**config.mk**
```make
export PLATFORM = sky130hd
export DESIGN_NAME = axi_lite_regbank
export DESIGN_NICKNAME = d
export VERILOG_FILES = /design/src/rtl/axi_lite_regbank_pkg.sv /design/src/rtl/axi_lite_regbank.sv
export SDC_FILE = /design/constraint.sdc
export NUM_CORES = 1
export LEC_CHECK = 0
export CAP_MARGIN = 0
export CORE_ASPECT_RATIO = 0.9
export CORE_UTILIZATION = 34
export DETAILED_ROUTE_END_ITERATION = 6
export GPL_ROUTABILITY_DRIVEN = 0
export GPL_TIMING_DRIVEN = 0
export PLACE_DENSITY = 0.68
export SLEW_MARGIN = 40
export SYNTH_ARGS = -nofsm -noshare
export SYNTH_HDL_FRONTEND = slang
export SYNTH_SLANG_ARGS = --single-unit
```
**constraint.sdc**
```tcl
create_clock -name clk -period 4.21 [get_ports clk]
set_input_delay 0.842 -clock clk [delete_from_list [all_inputs] [get_ports clk]]
set_output_delay 0.842 -clock clk [all_outputs]
set_load 0.02 [all_outputs]
```
**src/rtl/axi_lite_regbank_pkg.sv**
```systemverilog
// axi_lite_regbank_pkg: register map, response codes, FSM states and byte-strobe merge for axi_lite_regbank.
package axi_lite_regbank_pkg;
  localparam int CTRL = 0;
  localparam int STAT = 1;
  localparam int CFG_BASE = 2;
  localparam int CTRL_START = 0;
  localparam int CTRL_IEN = 1;
  localparam int STAT_READY = 0;
  localparam int STAT_DONE = 1;
  localparam logic [1:0] RESP_OKAY = 2'b00;
  localparam logic [1:0] RESP_SLVERR = 2'b10;
  typedef enum logic {WR_IDLE, WR_RESP} wr_state_t;
  typedef enum logic {RD_IDLE, RD_DATA} rd_state_t;
  function automatic logic [31:0] strb_merge(input logic [31:0] old, input logic [31:0] data, input logic [3:0] strb);
    logic [31:0] r;
    r = old;
    for (int b = 0; b < 4; b++) r[8*b +: 8] = strb[b] ? data[8*b +: 8] : old[8*b +: 8];
    return r;
  endfunction
endpackage

```
**src/rtl/axi_lite_regbank.sv**
```systemverilog
// axi_lite_regbank: AXI4-Lite slave with CTRL/STAT/CFG registers driving a start/ready/done core handshake.
// Define AXI_LITE_REGBANK_IRQ_EN to enable the CTRL.IEN bit and the registered irq_o = DONE & IEN.
module axi_lite_regbank
  import axi_lite_regbank_pkg::*;
#(
  parameter int C_S00_AXI_DATA_WIDTH = 32,
  parameter int C_S00_AXI_ADDR_WIDTH = 5,
  parameter int NUM_REGS = 8
) (
  input  logic clk,
  input  logic rst,
  input  logic [C_S00_AXI_ADDR_WIDTH-1:0] s00_axi_awaddr,
  input  logic [2:0] s00_axi_awprot,
  input  logic s00_axi_awvalid,
  output logic s00_axi_awready,
  input  logic [C_S00_AXI_DATA_WIDTH-1:0] s00_axi_wdata,
  input  logic [C_S00_AXI_DATA_WIDTH/8-1:0] s00_axi_wstrb,
  input  logic s00_axi_wvalid,
  output logic s00_axi_wready,
  output logic [1:0] s00_axi_bresp,
  output logic s00_axi_bvalid,
  input  logic s00_axi_bready,
  input  logic [C_S00_AXI_ADDR_WIDTH-1:0] s00_axi_araddr,
  input  logic [2:0] s00_axi_arprot,
  input  logic s00_axi_arvalid,
  output logic s00_axi_arready,
  output logic [C_S00_AXI_DATA_WIDTH-1:0] s00_axi_rdata,
  output logic [1:0] s00_axi_rresp,
  output logic s00_axi_rvalid,
  input  logic s00_axi_rready,
  output logic start_o,
  input  logic ready_i,
  input  logic done_i,
  output logic [(NUM_REGS-2)*C_S00_AXI_DATA_WIDTH-1:0] cfg_o,
  output logic irq_o
);
  localparam int DW = C_S00_AXI_DATA_WIDTH;
  localparam int AW = C_S00_AXI_ADDR_WIDTH;
  wr_state_t wr_state, wr_next;
  rd_state_t rd_state, rd_next;
  logic live, aw_got, w_got, ien, done;
  logic aw_hs, w_hs, ar_hs, wr_commit, wr_ok, rd_ok, wr_ctrl, wr_stat;
  logic [AW-3:0] aw_idx, wr_idx;
  logic [DW-1:0] w_data, wr_data, rd_val;
  logic [DW/8-1:0] w_strb, wr_strb;
  logic [DW-1:0] cfg [CFG_BASE:NUM_REGS-1];
  int wr_n, rd_n;
  logic unused;
  assign unused = ^{s00_axi_awprot, s00_axi_arprot, s00_axi_awaddr[1:0], s00_axi_araddr[1:0]};
  assign aw_hs = s00_axi_awvalid && s00_axi_awready;
  assign w_hs = s00_axi_wvalid && s00_axi_wready;
  assign ar_hs = s00_axi_arvalid && s00_axi_arready;
  // A beat captured in an earlier cycle wins over the live bus value.
  assign wr_idx = aw_got ? aw_idx : s00_axi_awaddr[AW-1:2];
  assign wr_data = w_got ? w_data : s00_axi_wdata;
  assign wr_strb = w_got ? w_strb : s00_axi_wstrb;
  assign wr_commit = (aw_got || aw_hs) && (w_got || w_hs);
  assign wr_n = int'(wr_idx);
  assign rd_n = int'(s00_axi_araddr[AW-1:2]);
  assign wr_ok = wr_n < NUM_REGS;
  assign rd_ok = rd_n < NUM_REGS;
  assign wr_ctrl = wr_commit && wr_n == CTRL && wr_strb[0];
  assign wr_stat = wr_commit && wr_n == STAT && wr_strb[0];
  always_comb begin
    rd_val = rd_n == CTRL ? DW'({ien, 1'b0}) : rd_n == STAT ? DW'({done, ready_i}) : '0;
    for (int i = CFG_BASE; i < NUM_REGS; i++) if (rd_n == i) rd_val = cfg[i];
  end
  always_ff @(posedge clk) begin
    wr_state <= rst ? WR_IDLE : wr_next;
    rd_state <= rst ? RD_IDLE : rd_next;
  end
  always_comb begin
    wr_next = wr_state == WR_IDLE ? (wr_commit ? WR_RESP : WR_IDLE) : (s00_axi_bready ? WR_IDLE : WR_RESP);
    rd_next = rd_state == RD_IDLE ? (ar_hs ? RD_DATA : RD_IDLE) : (s00_axi_rready ? RD_IDLE : RD_DATA);
  end
  // live keeps the ready signals low while reset is held.
  always_comb begin
    s00_axi_awready = live && wr_state == WR_IDLE && !aw_got;
    s00_axi_wready = live && wr_state == WR_IDLE && !w_got;
    s00_axi_bvalid = wr_state == WR_RESP;
    s00_axi_arready = live && rd_state == RD_IDLE;
    s00_axi_rvalid = rd_state == RD_DATA;
  end
  always_ff @(posedge clk) begin
    if (rst) begin
      live <= 1'b0;
      aw_got <= 1'b0;
      w_got <= 1'b0;
      aw_idx <= '0;
      w_data <= '0;
      w_strb <= '0;
      s00_axi_bresp <= RESP_OKAY;
      s00_axi_rresp <= RESP_OKAY;
      s00_axi_rdata <= '0;
      start_o <= 1'b0;
      done <= 1'b0;
      ien <= 1'b0;
      irq_o <= 1'b0;
      for (int i = CFG_BASE; i < NUM_REGS; i++) cfg[i] <= '0;
    end else begin
      live <= 1'b1;
      aw_got <= !wr_commit && (aw_got || aw_hs);
      w_got <= !wr_commit && (w_got || w_hs);
      if (aw_hs) aw_idx <= s00_axi_awaddr[AW-1:2];
      if (w_hs) begin
        w_data <= s00_axi_wdata;
        w_strb <= s00_axi_wstrb;
      end
      if (wr_commit) s00_axi_bresp <= wr_ok ? RESP_OKAY : RESP_SLVERR;
      if (ar_hs) begin
        s00_axi_rdata <= rd_val;
        s00_axi_rresp <= rd_ok ? RESP_OKAY : RESP_SLVERR;
      end
      start_o <= wr_ctrl && wr_data[CTRL_START];
      done <= done_i || (done && !(wr_stat && wr_data[STAT_DONE]));
`ifdef AXI_LITE_REGBANK_IRQ_EN
      if (wr_ctrl) ien <= wr_data[CTRL_IEN];
      irq_o <= done && ien;
`else
      ien <= 1'b0;
      irq_o <= 1'b0;
`endif
      for (int i = CFG_BASE; i < NUM_REGS; i++)
        if (wr_commit && wr_n == i) cfg[i] <= strb_merge(cfg[i], wr_data, wr_strb);
    end
  end
  for (genvar i = CFG_BASE; i < NUM_REGS; i++) begin : g_cfg
    assign cfg_o[(i-CFG_BASE)*DW +: DW] = cfg[i];
  end
endmodule

```
=== Word level (Yosys, flattened, before mapping) ===
Memories as Yosys holds them, arrays and structs flattened.
Cells that the tools add are included.

* Magnitude comparators: 2
* Equal/unequal tests: 14
* Muxes and demuxes: 70
* Bitwise operators: 8
* Reductions and logical operators: 32

{| class="wikitable"
|+ Operator list
! cell !! count
|-
| $mux W32 || 13
|-
| $mux W8 || 24
|-
| $logic_not A32 Y1 || 2
|-
| $mux W1 || 27
|-
| $eq A3 B3 Y1 const B || 8
|-
| $logic_and A1 B1 Y1 || 23
|-
| $eq A3 B2 Y1 const B || 4
|-
| $lt A3 B4 Y1 const B || 2
|-
| $mux W2 || 4
|-
| $eq A3 B1 Y1 const B || 2
|-
| $or A1 B1 Y1 || 6
|-
| $logic_not A1 Y1 || 4
|-
| $mux W4 || 1
|-
| $logic_or A1 B1 Y1 || 3
|-
| $mux W3 || 1
|-
| $not A1 Y1 || 2
|}

* Register bits after elaboration: 82
* Memory bits (writable): 192
* Memories: 1

{| class="wikitable"
|+ Memory list
! memory !! depth !! bits a word !! rd ports !! clocked after memory_dff !! wr ports !! RTL line !! text
|-
| cfg || 6 || 32 || 6 || 0 || 6 || axi_lite_regbank.sv:46 || <nowiki>logic [DW-1:0] cfg [CFG_BASE:NUM_REGS-1];</nowiki>
|}

=== Logic depth before layout (Yosys ltp) ===
* Depth after elaboration: 12
* Gate-level depth with buffers: 7

=== Least setup slack after synthesis ===
OpenSTA, ideal clock, no wires.

* Path kind: in2reg
* Start: in s00_axi_wvalid
* End: mem cfg[3][0] (netlist name) (enable)
* Data arrival time: 2.105 ns
* Data required time: 3.826 ns
* Slack: 1.721 ns
* Stages: 5
* Path through: and3b_1 -> o22a_2 -> buf_6 -> nand2_1 -> o21ai_0

{| class="wikitable"
|+ RTL lines
! what !! RTL line !! text
|-
| start, declared || axi_lite_regbank.sv:18 || <nowiki>input logic s00_axi_wvalid,</nowiki>
|-
| end, declared || axi_lite_regbank.sv:46 ||
|}

=== Worst setup path in the final report ===
* Start: reg live
* End: out s00_axi_wready

* Longest elaborated chain between the ends: 2

{| class="wikitable"
|+ Ends and longest elaborated chain
! what !! RTL line !! text
|-
| start, declared || axi_lite_regbank.sv:41 || <nowiki>logic live, aw_got, w_got, ien, done;</nowiki>
|-
| start signal, assigned || axi_lite_regbank.sv:86 || <nowiki>live <= 1'b0;</nowiki>
|-
| start signal, assigned || axi_lite_regbank.sv:101 || <nowiki>live <= 1'b1;</nowiki>
|-
| $logic_and A1 B1 Y1 (2 in a row) || axi_lite_regbank.sv:79 || <nowiki>s00_axi_wready = live && wr_state == WR_IDLE && !w_got;</nowiki>
|-
| end, declared || axi_lite_regbank.sv:19 || <nowiki>output logic s00_axi_wready,</nowiki>
|}

Every way passes these cells.

==> impl_metrics.csv <==
group,metric,value,unit
outcome,status,"completed",
timing,timing.final.hold_violations,0,
timing,fin_crit_sh,69.73,%
setup_path,max_stage_delay,0.66,ns
finish,final_nets,1458,
floorplan,coreArea,33340,µm²
clock_tree,ctsHoldBuffers,0,
logic_synthesis,synth_top_flop_cell,"edfxtp_1",
power_and_ir_drop,p_per_area,399.0,nW/µm²
setup_path,rr_startpoint,"live",
logic_synthesis,synthesis.area,11660,µm²
finish,layout_common_cells,"clkdlybuf4s50_1, nor2_1, edfxtp_1",
worst_hold_path,hp-start,"w_data[4]",
routing,drc,0,
setup_path,cp.arrival,2.09,ns
timing,worstMarginPinSlew,0.8118,ns
timing,slew_violations,0,
routing,drt_wl_total,44.89,mm
logic_synthesis,synth_seq_cells,270,
setup_path,critPathLaunch,"live",
grt,grt_pass1_wl,63.22,mm
floorplan,initial_utilization,34.97,%
routing,drtPass1Iterations,5,
routing,wl_per_cell,23.93,µm
logic_synthesis,netlist_instances,1078,
logic_synthesis,seq_area_frac_synth,62.84,%
setup_path,cp.required,3.37,ns
logic_synthesis,yosysWarnings,0,
clock_tree,cts_max_level,1,
logic_synthesis,ys_async_sr_fraction,0,%
grt,first_global_vias,9572,
routing,viasPerCell,5.309,
power_and_ir_drop,p_leak,5.840,nW
grt,antenna_found_initial,2,
clock_tree,cts_root_buffer,"clkbuf_16",
worst_hold_path,hold_class,"reg -> reg",
floorplan,die-area,35040,µm²
power_and_ir_drop,peakVddDrop,0.2930,mV
clock_tree,cts_buffer_depth,3,
setup_path,cp_top_family,"buffers and inverters",
setup_path,critPathBufInv,1,
routing,antenna_left,0,
routing,via_count,9960,
timing,fmaxAchievable,0.3406,GHz
floorplan,fp.dieW,197.2,µm
floorplan,dieHeight,177.7,µm
grt,grt_max_degree,16,
timing,slew_headroom,44.33,%
timing,fin_skew,0.01069,ns
clock_tree,cts_resized,0,
floorplan,rows,63,
setup_path,slowest_stage,"clkdlybuf4s50_1",
logic_synthesis,ys_types,45,
setup_path,path_cells,"nor3b_2 -> clkdlybuf4s50_1",
logic_synthesis,synth_edf_count,192,
placed_design,hpwl,33.66,mm
clock_tree,cts_tree,"built",
finish,drive_above_1_share,10.07,%
finish,nFillCells,3008,
setup_path,worst-setup-path-type,"reg -> out",
clock_tree,cts_setup_buffers,0,
timing,setup_viol,0,
floorplan,io_pins,296,
clock_tree,clkTransAtPathRegs,0.06,ns
logic_synthesis,synth.avg_cell_area,10.82,µm²
grt,grt_overflow,0,
finish,synthToLayoutAreaGrowth,38.13,%
clock_tree,clkLatencyLatePin,0.56,ns
clock_tree,cts.sinks,270,
clock_tree,cts-buffers-inserted,30,
setup_path,worst_setup_path_start_kind,"flip-flop",
timing,setup_tns,0,ns
timing,layout_min_cycle_time,2.936,ns
timing,whs,0.4539,ns
setup_path,cp_max_fo,5,
finish,final_common_cell,"clkdlybuf4s50_1",
placed_design,numPortBuffers,278,
run,maxCapViolCount,0,
setup_path,critical_path.endpoint_type,"output pin",
timing,rsz0062_at_grt,"no",
routing,drtIter0Drc,933,
grt,grtUsageTotal,25.02,%
-- Yosys cell counts, types with 4 or more instances --
cell type	number	area, µm²
buf_1	4	15.01
mux2i_1	83	830.8
a221oi_1	11	96.34
a21oi_1	87	435.4
nand2_1	125	469.2
nor2_1	252	945.9
edfxtp_1	192	5766
mux2_2	5	56.30
nand2b_1	7	43.79
buf_2	35	175.2
nand3_1	4	20.02
clkbuf_1	29	108.9
dfxtp_1	78	1562
o21ai_0	57	285.3
o2bb2ai_1	11	96.34
o211ai_1	18	135.1
buf_4	17	127.6
nand3_2	4	40.04
a32oi_1	18	157.7
-- worst paths after layout --
path,to,slack [ns],cells past startpoint
setup / recovery,s00_axi_wready,1.27,2
hold / removal,w_data[4],0.45,2
setup reg to reg,cfg[2][4],1.62,5
hold reg to reg,w_data[4],0.45,2
-- layer usage --
metal | vias up | track usage (%) | share of wire, %
li1 | 4447 | - | -
met1 | 4810 | 32.78 | 39
met2 | 588 | 39.38 | 46
met3 | 113 | 6.670 | 11
met4 | 2 | 9.819 | 4.3
met5 | - | 0 | 0.038
-- metrics by stage --
step                      util [%]  std cells  total power [mW]  setup WS [ns]  area, µm²
final                        48.30       1876             6.426          1.274      16110
after global routing         48.29       1875             6.583          1.223      16100
after CTS                    48.24       1875             6.407          1.305      16080
after floorplan                  -       1082             3.499          1.721      11670
after global placement       45.07       1815             3.921         0.3127      15030
after detailed placement     45.43       1820             3.948         0.8242      15150
-- worst min-delay path: stages (launching register included) --
cell,delay [ns]
dfxtp_1,0.31
nand2_1,0.05
a21oi_1,0.05
-- logic make-up (layout without fill, tap and decap cells) --
| group | after synthesis | in the layout | synth area share [%] |
|---|---|---|---|
| simple gates | 413 | 413 | 14.36 |
| flops | 270 | 270 | 62.84 |
| compound gates | 217 | 217 | 11.30 |
| buf+inv | 89 | 427 | 3.863 |
| mux | 88 | 88 | 7.608 |
| other cells | 1 | 6 | 0.03216 |
-- flip-flops by register name (all words and copies together), names as in the netlist --
| register | count |
|---|---|
| cfg | 192 |
| s00_axi_rdata | 32 |
| w_data | 32 |
| w_strb | 4 |
| aw_idx | 3 |
| aw_got | 1 |
| done | 1 |
| live | 1 |
| s00_axi_bvalid | 1 |
| s00_axi_rvalid | 1 |
| start_o | 1 |
| w_got | 1 |
-- power breakdown --
| part | total, mW | internal [mW] | leakage [nW] | switching (mW) |
|---|---|---|---|---|
| Combinational | 0.874 | 0.330 | 2.76 | 0.543 |
| Sequential | 3.03 | 2.95 | 2.62 | 0.0813 |
| Clock | 2.52 | 1.44 | 0.458 | 1.08 |
-- layout make-up --
cell class,instances,area (µm²),area share [%]
sequential,270,7327,45.49
multi-input combinational,723,3999,24.83
timing repair buffer,283,2820,17.51
clock buffer,40,828.3,5.143
tap,455,569.3,3.535
buffer,87,442.9,2.750
clock inverter,15,108.9,0.6759
inverter,2,7.507,0.04661
antenna,1,2.502,0.01554
Power figures use the tool's default switching activity.
